`config.mk`:
```
export PLATFORM = sky130hd
export DESIGN_NAME = mem_arbiter
export DESIGN_NICKNAME = d
export VERILOG_FILES = /design/src/rtl/mem_arbiter.sv
export SDC_FILE = /design/constraint.sdc
export NUM_CORES = 1
export LEC_CHECK = 0
export CAP_MARGIN = 15
export CORE_AREA = 5 5 132 134
export DETAILED_ROUTE_END_ITERATION = 8
export DIE_AREA = 0 0 137 139
export GPL_ROUTABILITY_DRIVEN = 0
export MAX_ROUTING_LAYER = met4
export SKIP_CTS_REPAIR_TIMING = 1
export SLEW_MARGIN = 15
export SYNTH_ARGS = -nofsm -noshare
export SYNTH_HDL_FRONTEND = slang
export SYNTH_SLANG_ARGS = --single-unit
```
`constraint.sdc`:
```
create_clock -name clk -period 3.31 [get_ports clk]
set_input_delay 0.4965 -clock clk [delete_from_list [all_inputs] [get_ports clk]]
set_output_delay 0.4965 -clock clk [all_outputs]
set_load 0.05 [all_outputs]
```
`src/rtl/mem_arbiter.sv`:
```
// Three-master arbiter (dbg > dmem/imem round-robin) in front of a single-port RAM
// with a fixed read latency; one outstanding read at a time.
module mem_arbiter #(
    parameter int RAM_LAT = 1
) (
    input  logic        clk,
    input  logic        rst,

    input  logic        dbg_req,
    input  logic        dbg_we,
    input  logic [31:0] dbg_addr,
    input  logic [31:0] dbg_wdata,
    input  logic [3:0]  dbg_wstrb,
    output logic        dbg_gnt,
    output logic        dbg_rvalid,

    input  logic        dmem_req,
    input  logic        dmem_we,
    input  logic [31:0] dmem_addr,
    input  logic [31:0] dmem_wdata,
    input  logic [3:0]  dmem_wstrb,
    output logic        dmem_gnt,
    output logic        dmem_rvalid,

    input  logic        imem_req,
    input  logic        imem_we,
    input  logic [31:0] imem_addr,
    input  logic [31:0] imem_wdata,
    input  logic [3:0]  imem_wstrb,
    output logic        imem_gnt,
    output logic        imem_rvalid,

    output logic [31:0] rdata,

    input  logic        dbg_hold,

    output logic        ram_en,
    output logic [3:0]  ram_we,
    output logic [31:0] ram_addr,
    output logic [31:0] ram_wdata,
    input  logic [31:0] ram_rdata
);

    typedef enum logic {IDLE, WAIT} state_t;
    typedef enum logic [1:0] {
        OWN_DBG  = 2'd0,
        OWN_DMEM = 2'd1,
        OWN_IMEM = 2'd2,
        OWN_NONE = 2'd3
    } owner_t;

    localparam logic [2:0] LAT = 3'(RAM_LAT);

    state_t      state, state_nxt;
    logic [2:0]  cnt, cnt_nxt;
    owner_t      own, own_nxt;
    logic        pref_imem, pref_imem_nxt;

    logic        rd_done;
    logic        accept;
    owner_t      win;
    logic        win_we;
    logic [31:0] win_addr;
    logic [31:0] win_wdata;
    logic [3:0]  win_wstrb;

    assign rd_done = (state == WAIT) && (cnt == LAT);
    // Gating with rst keeps the combinational grant path quiet during reset.
    assign accept  = !rst && ((state == IDLE) || rd_done);

    // NOTE: every always_comb output gets a default first so no latch is inferred.
    always_comb begin
        win = OWN_NONE;
        if (accept) begin
            if (dbg_req) begin
                win = OWN_DBG;
            end else if (!dbg_hold) begin
                if (dmem_req && imem_req) win = pref_imem ? OWN_IMEM : OWN_DMEM;
                else if (dmem_req)        win = OWN_DMEM;
                else if (imem_req)        win = OWN_IMEM;
            end
        end
    end

    always_comb begin
        win_we    = 1'b0;
        win_addr  = '0;
        win_wdata = '0;
        win_wstrb = '0;
        unique case (win)
            OWN_DBG:  begin win_we = dbg_we;  win_addr = dbg_addr;  win_wdata = dbg_wdata;  win_wstrb = dbg_wstrb;  end
            OWN_DMEM: begin win_we = dmem_we; win_addr = dmem_addr; win_wdata = dmem_wdata; win_wstrb = dmem_wstrb; end
            OWN_IMEM: begin win_we = imem_we; win_addr = imem_addr; win_wdata = imem_wdata; win_wstrb = imem_wstrb; end
            default:  ;
        endcase
    end

    // NOTE: reset is asynchronous so a read in flight is dropped the instant rst rises.
    // NOTE: sequential state uses non-blocking assignments only.
    always_ff @(posedge clk or posedge rst) begin
        if (rst) begin
            state     <= IDLE;
            cnt       <= 3'd0;
            own       <= OWN_DMEM;
            pref_imem <= 1'b0;
        end else begin
            state     <= state_nxt;
            cnt       <= cnt_nxt;
            own       <= own_nxt;
            pref_imem <= pref_imem_nxt;
        end
    end

    always_comb begin
        state_nxt     = state;
        cnt_nxt       = cnt;
        own_nxt       = own;
        pref_imem_nxt = pref_imem;
        if (win != OWN_NONE && !win_we) begin
            state_nxt = WAIT;
            cnt_nxt   = 3'd1;
            own_nxt   = win;
        end else if (state == WAIT && !rd_done) begin
            cnt_nxt = cnt + 3'd1;
        end else begin
            state_nxt = IDLE;
            cnt_nxt   = 3'd0;
        end
        // Only dmem/imem grants move the fairness pointer; the loser is preferred next.
        if (win == OWN_DMEM)      pref_imem_nxt = 1'b1;
        else if (win == OWN_IMEM) pref_imem_nxt = 1'b0;
    end

    always_comb begin
        dbg_gnt     = (win == OWN_DBG);
        dmem_gnt    = (win == OWN_DMEM);
        imem_gnt    = (win == OWN_IMEM);
        ram_en      = (win != OWN_NONE);
        ram_we      = (ram_en && win_we) ? win_wstrb : 4'b0000;
        ram_addr    = win_addr;
        ram_wdata   = win_wdata;
        dbg_rvalid  = rd_done && (own == OWN_DBG);
        dmem_rvalid = rd_done && (own == OWN_DMEM);
        imem_rvalid = rd_done && (own == OWN_IMEM);
        rdata       = ram_rdata;
    end

endmodule
```
==> results.toml, run 1 <==
[placed_design]
io_buffer_count = 287
place_hpwl_um = 11900
place_area_mm2 = 0.00557
pre_cts_ws_ns = 0.0588

[worst_setup_path]
r2r_slack_ns = 0.90
critPathKind = "in -> out"
critical-path-slowest-cell = "clkdlybuf4s50_1"
worstPathRequired_ns = 2.81
start_kind = "input port"
crit_chain = "clkdlybuf4s50_1, nand2_1, a31oi_2, nand2b_4, inv_1, ha_4, buf_6, a222oi_1, nor2_4, buf_12"
end_kind = "output port"
crit_path_max_fanout = 29
arrival_ns = 2.72
critPathTopFamily = "buffers and inverters"
slowest_delay_ns = 0.53
worst-path-buf-inv = 4

[global_route]
grt_pass1_vias = 3390
antenna_found_initial = 0
gr-total-overflow = 0
grt_use_total_pct = 13.8
grt_pass1_wl_um = 20400
grt_max_degree = 49

[outcome]
violations = "design-rule violations"
status = "finished with violations"

[yosys]
synth.avg_cell_area_um2 = 7.27
ys.flop_type = "dfrtp_1"
ys_ff_latch = 7
async_reset_ff_share_pct = 100
yosys-top-cells-area = "a222oi_1, buf_4, nor2_1, dfrtp_1, clkbuf_1"
yosysSeqAreaShare_pct = 9.51
synthMostInstantiatedCell = "nor2_1"
synth_edf_count = 0
synth_common_cells = "nor2_1, a222oi_1, buf_4"
ys_warn_count = 0
synth_top_area_cell = "a222oi_1"
syn_nets = 504
ys_types = 34
synth_area_mm2 = 0.00185
synth_top_area_share_pct = 36.7
syn_inst = 255

[timing]
fin_crit_ns = 3.21
drv_slew = 0
setup_viol = 0
worst_pin_slew_ns = 0.632
hold_violations = 0
worst_slack_ns = 0.0950
fmax_mhz = 311
finalSetupTns_ns = 0
slew_headroom_pct = 57.9
finalCritPeriodShare_pct = 97.1
skew_ns = 0.00120

[cells_and_area]
multi_input_area_mm2 = 0.00149
syn2layout_area_growth_pct = 210
final_util_pct = 35.5
diodes = 0
final_nets = 747
fill_cells = 1612
seqCellArea_um2 = 176
finalInstanceArea_mm2 = 0.00574
layout-drive-gt1-share_pct = 33.2

[pwr]
p_sw_mw = 1.22
p_seq_share_pct = 6.7
pwr-share-clk_pct = 8.4
power.static_leakage_nw = 2.11
finalPower_mw = 2.50
irDropWorstVdd_mv = 0.298
power_frac_comb_pct = 84.9
p_per_area_mw_per_mm2 = 436
internal_power_mw = 1.29
switching_share_pct = 48.6

[clocking]
cts_buffers = 3
cts.path.max_buffers = 2
cts_sinks = 7
cts_tree = "done"
cts_max_level = 1
clock_latency_ns = 0.23
root_buffer = "clkbuf_16"
path_clk_slew_ns = 0.04

[drt]
antenna_left = 0
remaining_drc_errors = 5
wl_per_cell_um = 19.9
drtIter0Drc = 434
viasPerCell = 4.58
drt_wl_total_um = 14300
dr.pass1.iters = 9
vias = 3281

[flow_run]
drv_cap = 0

[floorplanning]
die_area_mm2 = 0.0190
initial_core_util_pct = 11.5
fp.dieH_um = 139
rows = 47
coreArea_mm2 = 0.0162
die_w_um = 137
ios = 352

[worst_hold_path]
hold_class = "reg -> reg"
cells by family (layout without fill, tap and decap cells):
family          after synthesis  count (layout)  share of synthesized area (%)
buf+inv                      71             313                           22.9
fa+ha+maj                     4               4                           2.70
simple gates                 87              87                           19.2
compound gates               84              84                           44.6
mux                           2               2                           1.15
flops                         7               7                           9.51
power by group through the flow:
| stage | logic (mW) | registers, mW | clock network, mW |
|---|---|---|---|
| 4_1_cts | 2.09 | 0.165 | 0.214 |
| 6_report | 2.13 | 0.168 | 0.210 |
| 5_1_grt | 2.22 | 0.175 | 0.217 |
| 2_1_floorplan | 1.19 | 0.155 | 0 |
| 3_5_place_dp | 2.08 | 0.166 | 0 |
| 3_3_place_gp | 2.06 | 0.162 | 0 |
per-layer routing:
| layer | vias up | GRT usage (%) | wire, µm |
|---|---|---|---|
| li1 | 1486 | - | - |
| met1 | 1564 | 15.3 | 4910 |
| met2 | 215 | 25.2 | 7630 |
| met3 | 16 | 3.41 | 1600 |
| met4 | 0 | 2.36 | 155 |
| met5 | - | - | 0 |
metrics by stage:
| step | hold WS (ns) | std cells |
|---|---|---|
| floorplan | 0.314 | 255 |
| global placement | 0.488 | 712 |
| detailed placement | 0.507 | 712 |
| CTS | 0.512 | 716 |
| global route | 0.522 | 717 |
| finish | 0.508 | 717 |
sequential cells by signal (all words and copies together) (netlist names):
register	flops
state	1
cnt	3
own	2
pref_imem	1
placed cells by master, fill, tap and decap left out, types with 2 or more instances in the layout:
| master | n |
|---|---|
| buf_12 | 71 |
| and2_1 | 2 |
| ha_4 | 2 |
| nor2_2 | 58 |
| inv_1 | 8 |
| clkbuf_16 | 3 |
| nor3b_1 | 2 |
| nor2_1 | 10 |
| a222oi_1 | 68 |
| nand2_1 | 6 |
| buf_4 | 13 |
| clkdlybuf4s50_1 | 214 |
| nor2_4 | 3 |
| nand2b_4 | 2 |
| ha_1 | 2 |
| dfrtp_1 | 6 |
| o21ai_0 | 2 |
worst paths after layout:
kind                          start   endpoint  cells after the start
setup / recovery           imem_req  ram_we[2]                     10
hold / removal               own[0]     own[0]                      1
setup reg to reg             cnt[1]     own[1]                     11
hold reg to reg              own[0]     own[0]                      1
max in group asynchronous       rst     own[0]                      3
min in group asynchronous       rst     cnt[2]                      3
final cells by class:
cell class                 instances  area share, %
sequential                         7           3.07
clock inverter                     1         0.0872
inverter                           8          0.523
multi-input combinational        177           25.9
tap                              220           4.80
timing repair buffer             301           64.3
clock buffer                       3           1.31
(Power assumes the default switching activity.)
==> run 2, diff against run 1 <==
--- a/config.mk
+++ b/config.mk
@@ -10,7 +10,9 @@
 export DETAILED_ROUTE_END_ITERATION = 8
 export DIE_AREA = 0 0 137 139
 export GPL_ROUTABILITY_DRIVEN = 0
+export GPL_TIMING_DRIVEN = 0
 export MAX_ROUTING_LAYER = met4
+export PLACE_DENSITY = 0.57
 export SKIP_CTS_REPAIR_TIMING = 1
 export SLEW_MARGIN = 15
 export SYNTH_ARGS = -nofsm -noshare
==> results.toml, run 2 (synthesis gave the netlist of run 1 again) <==
[clocking]
clock_latency_ns = 0.23
root_buffer = "clkbuf_16"
cts_sinks = 7
cts.path.max_buffers = 2
cts_max_level = 1
cts_buffers = 3
cts_tree = "done"
path_clk_slew_ns = 0.04

[drt]
wl_per_cell_um = 20.5
antenna_left = 0
viasPerCell = 4.50
met2_length_um = 8650
dr.pass1.iters = 9
remaining_drc_errors = 0
drt_wl_total_um = 16400
wl_met1_um = 6280
dr_wl_met3_um = 1330
maxUsedRoutingLayer = "met4"
drtIter0Drc = 490
vias = 3598

[timing]
finalCritPeriodShare_pct = 96.5
skew_ns = 0.00152
fin_crit_ns = 3.19
slew_headroom_pct = 62.9
hold_violations = 0
setup_viol = 0
fmax_mhz = 313
finalSetupTns_ns = 0
drv_slew = 0
worst_pin_slew_ns = 0.554

[cells_and_area]
syn2layout_area_growth_pct = 193
final_cell_mix = "clkdlybuf4s50_1, a222oi_1, nor2_2, clkbuf_2, buf_4"
final_nets = 830
top_register = "cnt"
layout-drive-gt1-share_pct = 34.0
final_util_pct = 33.6
reg_top3 = "cnt x3, own x2"
fill_cells = 1699
largest_reg_flops = 3
final_common_cell = "clkdlybuf4s50_1"
diodes = 0

[floorplanning]
die_w_um = 137
ios = 352
fp.dieH_um = 139
coreArea_mm2 = 0.0162
rows = 47
initial_core_util_pct = 11.5
die_area_mm2 = 0.0190

[pwr]
irDropWorstVdd_mv = 0.345
p_per_area_mw_per_mm2 = 422
power.static_leakage_nw = 2.34

[global_route]
antenna_found_initial = 0
grt_pass1_wl_um = 22900
grt_pass1_vias = 3815
gr-total-overflow = 0
grt_max_degree = 11
grt_use_total_pct = 15.7

[worst_setup_path]
end_kind = "output port"
crit_path_max_fanout = 10
critPathKind = "reg -> out"
r2r_slack_ns = 0.91
start_kind = "flip-flop"
worstReg2RegEnd = "own[1]"
worstPathRequired_ns = 2.81
r2r-start = "cnt[1]"
arrival_ns = 2.70
r2r_cells = 12

[placed_design]
place_hpwl_um = 13300
io_buffer_count = 319

[flow_run]
drv_cap = 0

[worst_hold_path]
hold_class = "in -> async"

[outcome]
status = "complete, no violations"
## run 2: worst max path at each step
stage | start | end | cells after the start
finish | cnt[1] | ram_wdata[18] | 13
global route | cnt[1] | ram_wdata[4] | 12
CTS | dbg_req | ram_wdata[24] | 12
detailed placement | dbg_req | ram_wdata[27] | 12
global placement | dbg_req | ram_wdata[24] | 12
floorplan | cnt[0] | ram_we[0] | 11
## run 2: metal layers
layer / global-route usage (%) / up-vias
met5: - / -
met4: 1.79 / 0
met3: 2.54 / 10
met2: 29.1 / 210
met1: 18.0 / 1722
li1: - / 1656
## run 2: report_power, final
group | leakage, nW | internal, mW | switching (mW) | total [mW]
clock network | 0.0382 | 0.161 | 0.0503 | 0.211
logic | 2.22 | 0.742 | 1.17 | 1.91
registers | 0.0871 | 0.126 | 0.0436 | 0.170
## run 2: worst max-delay path, stage by stage (launching register included)
cell	delay [ns]
dfrtp_1	0.37
inv_1	0.06
ha_1	0.23
nand2b_4	0.10
a21oi_4	0.15
buf_4	0.15
nand2b_4	0.05
ha_2	0.19
buf_6	0.14
buf_12	0.15
buf_4	0.17
a222oi_1	0.42
nor2_2	0.07
buf_4	0.20
## run 2: cell type report
type                       count  area (µm²)  area share, %
timing repair buffer         321        2970           54.6
multi-input combinational    177        1440           26.6
buffer                        63         460           8.48
tap                          220         275           5.07
sequential                     7         176           3.25
clock buffer                   4        78.8           1.45
inverter                       8        30.0          0.553
## run 2: stage by stage
step	hold slack, ns	power (mW)	setup WS (ns)	std cells	instance area [µm²]
after global placement	0.490	2.08	-1.18	794	5470
after detailed placement	0.507	2.10	-1.25	794	5470
after global routing	0.385	2.41	-0.00989	800	5430
final	0.354	2.29	0.117	800	5430
after CTS	0.512	2.32	-1.26	798	5540
after floorplan	0.314	1.34	-0.0652	255	2000
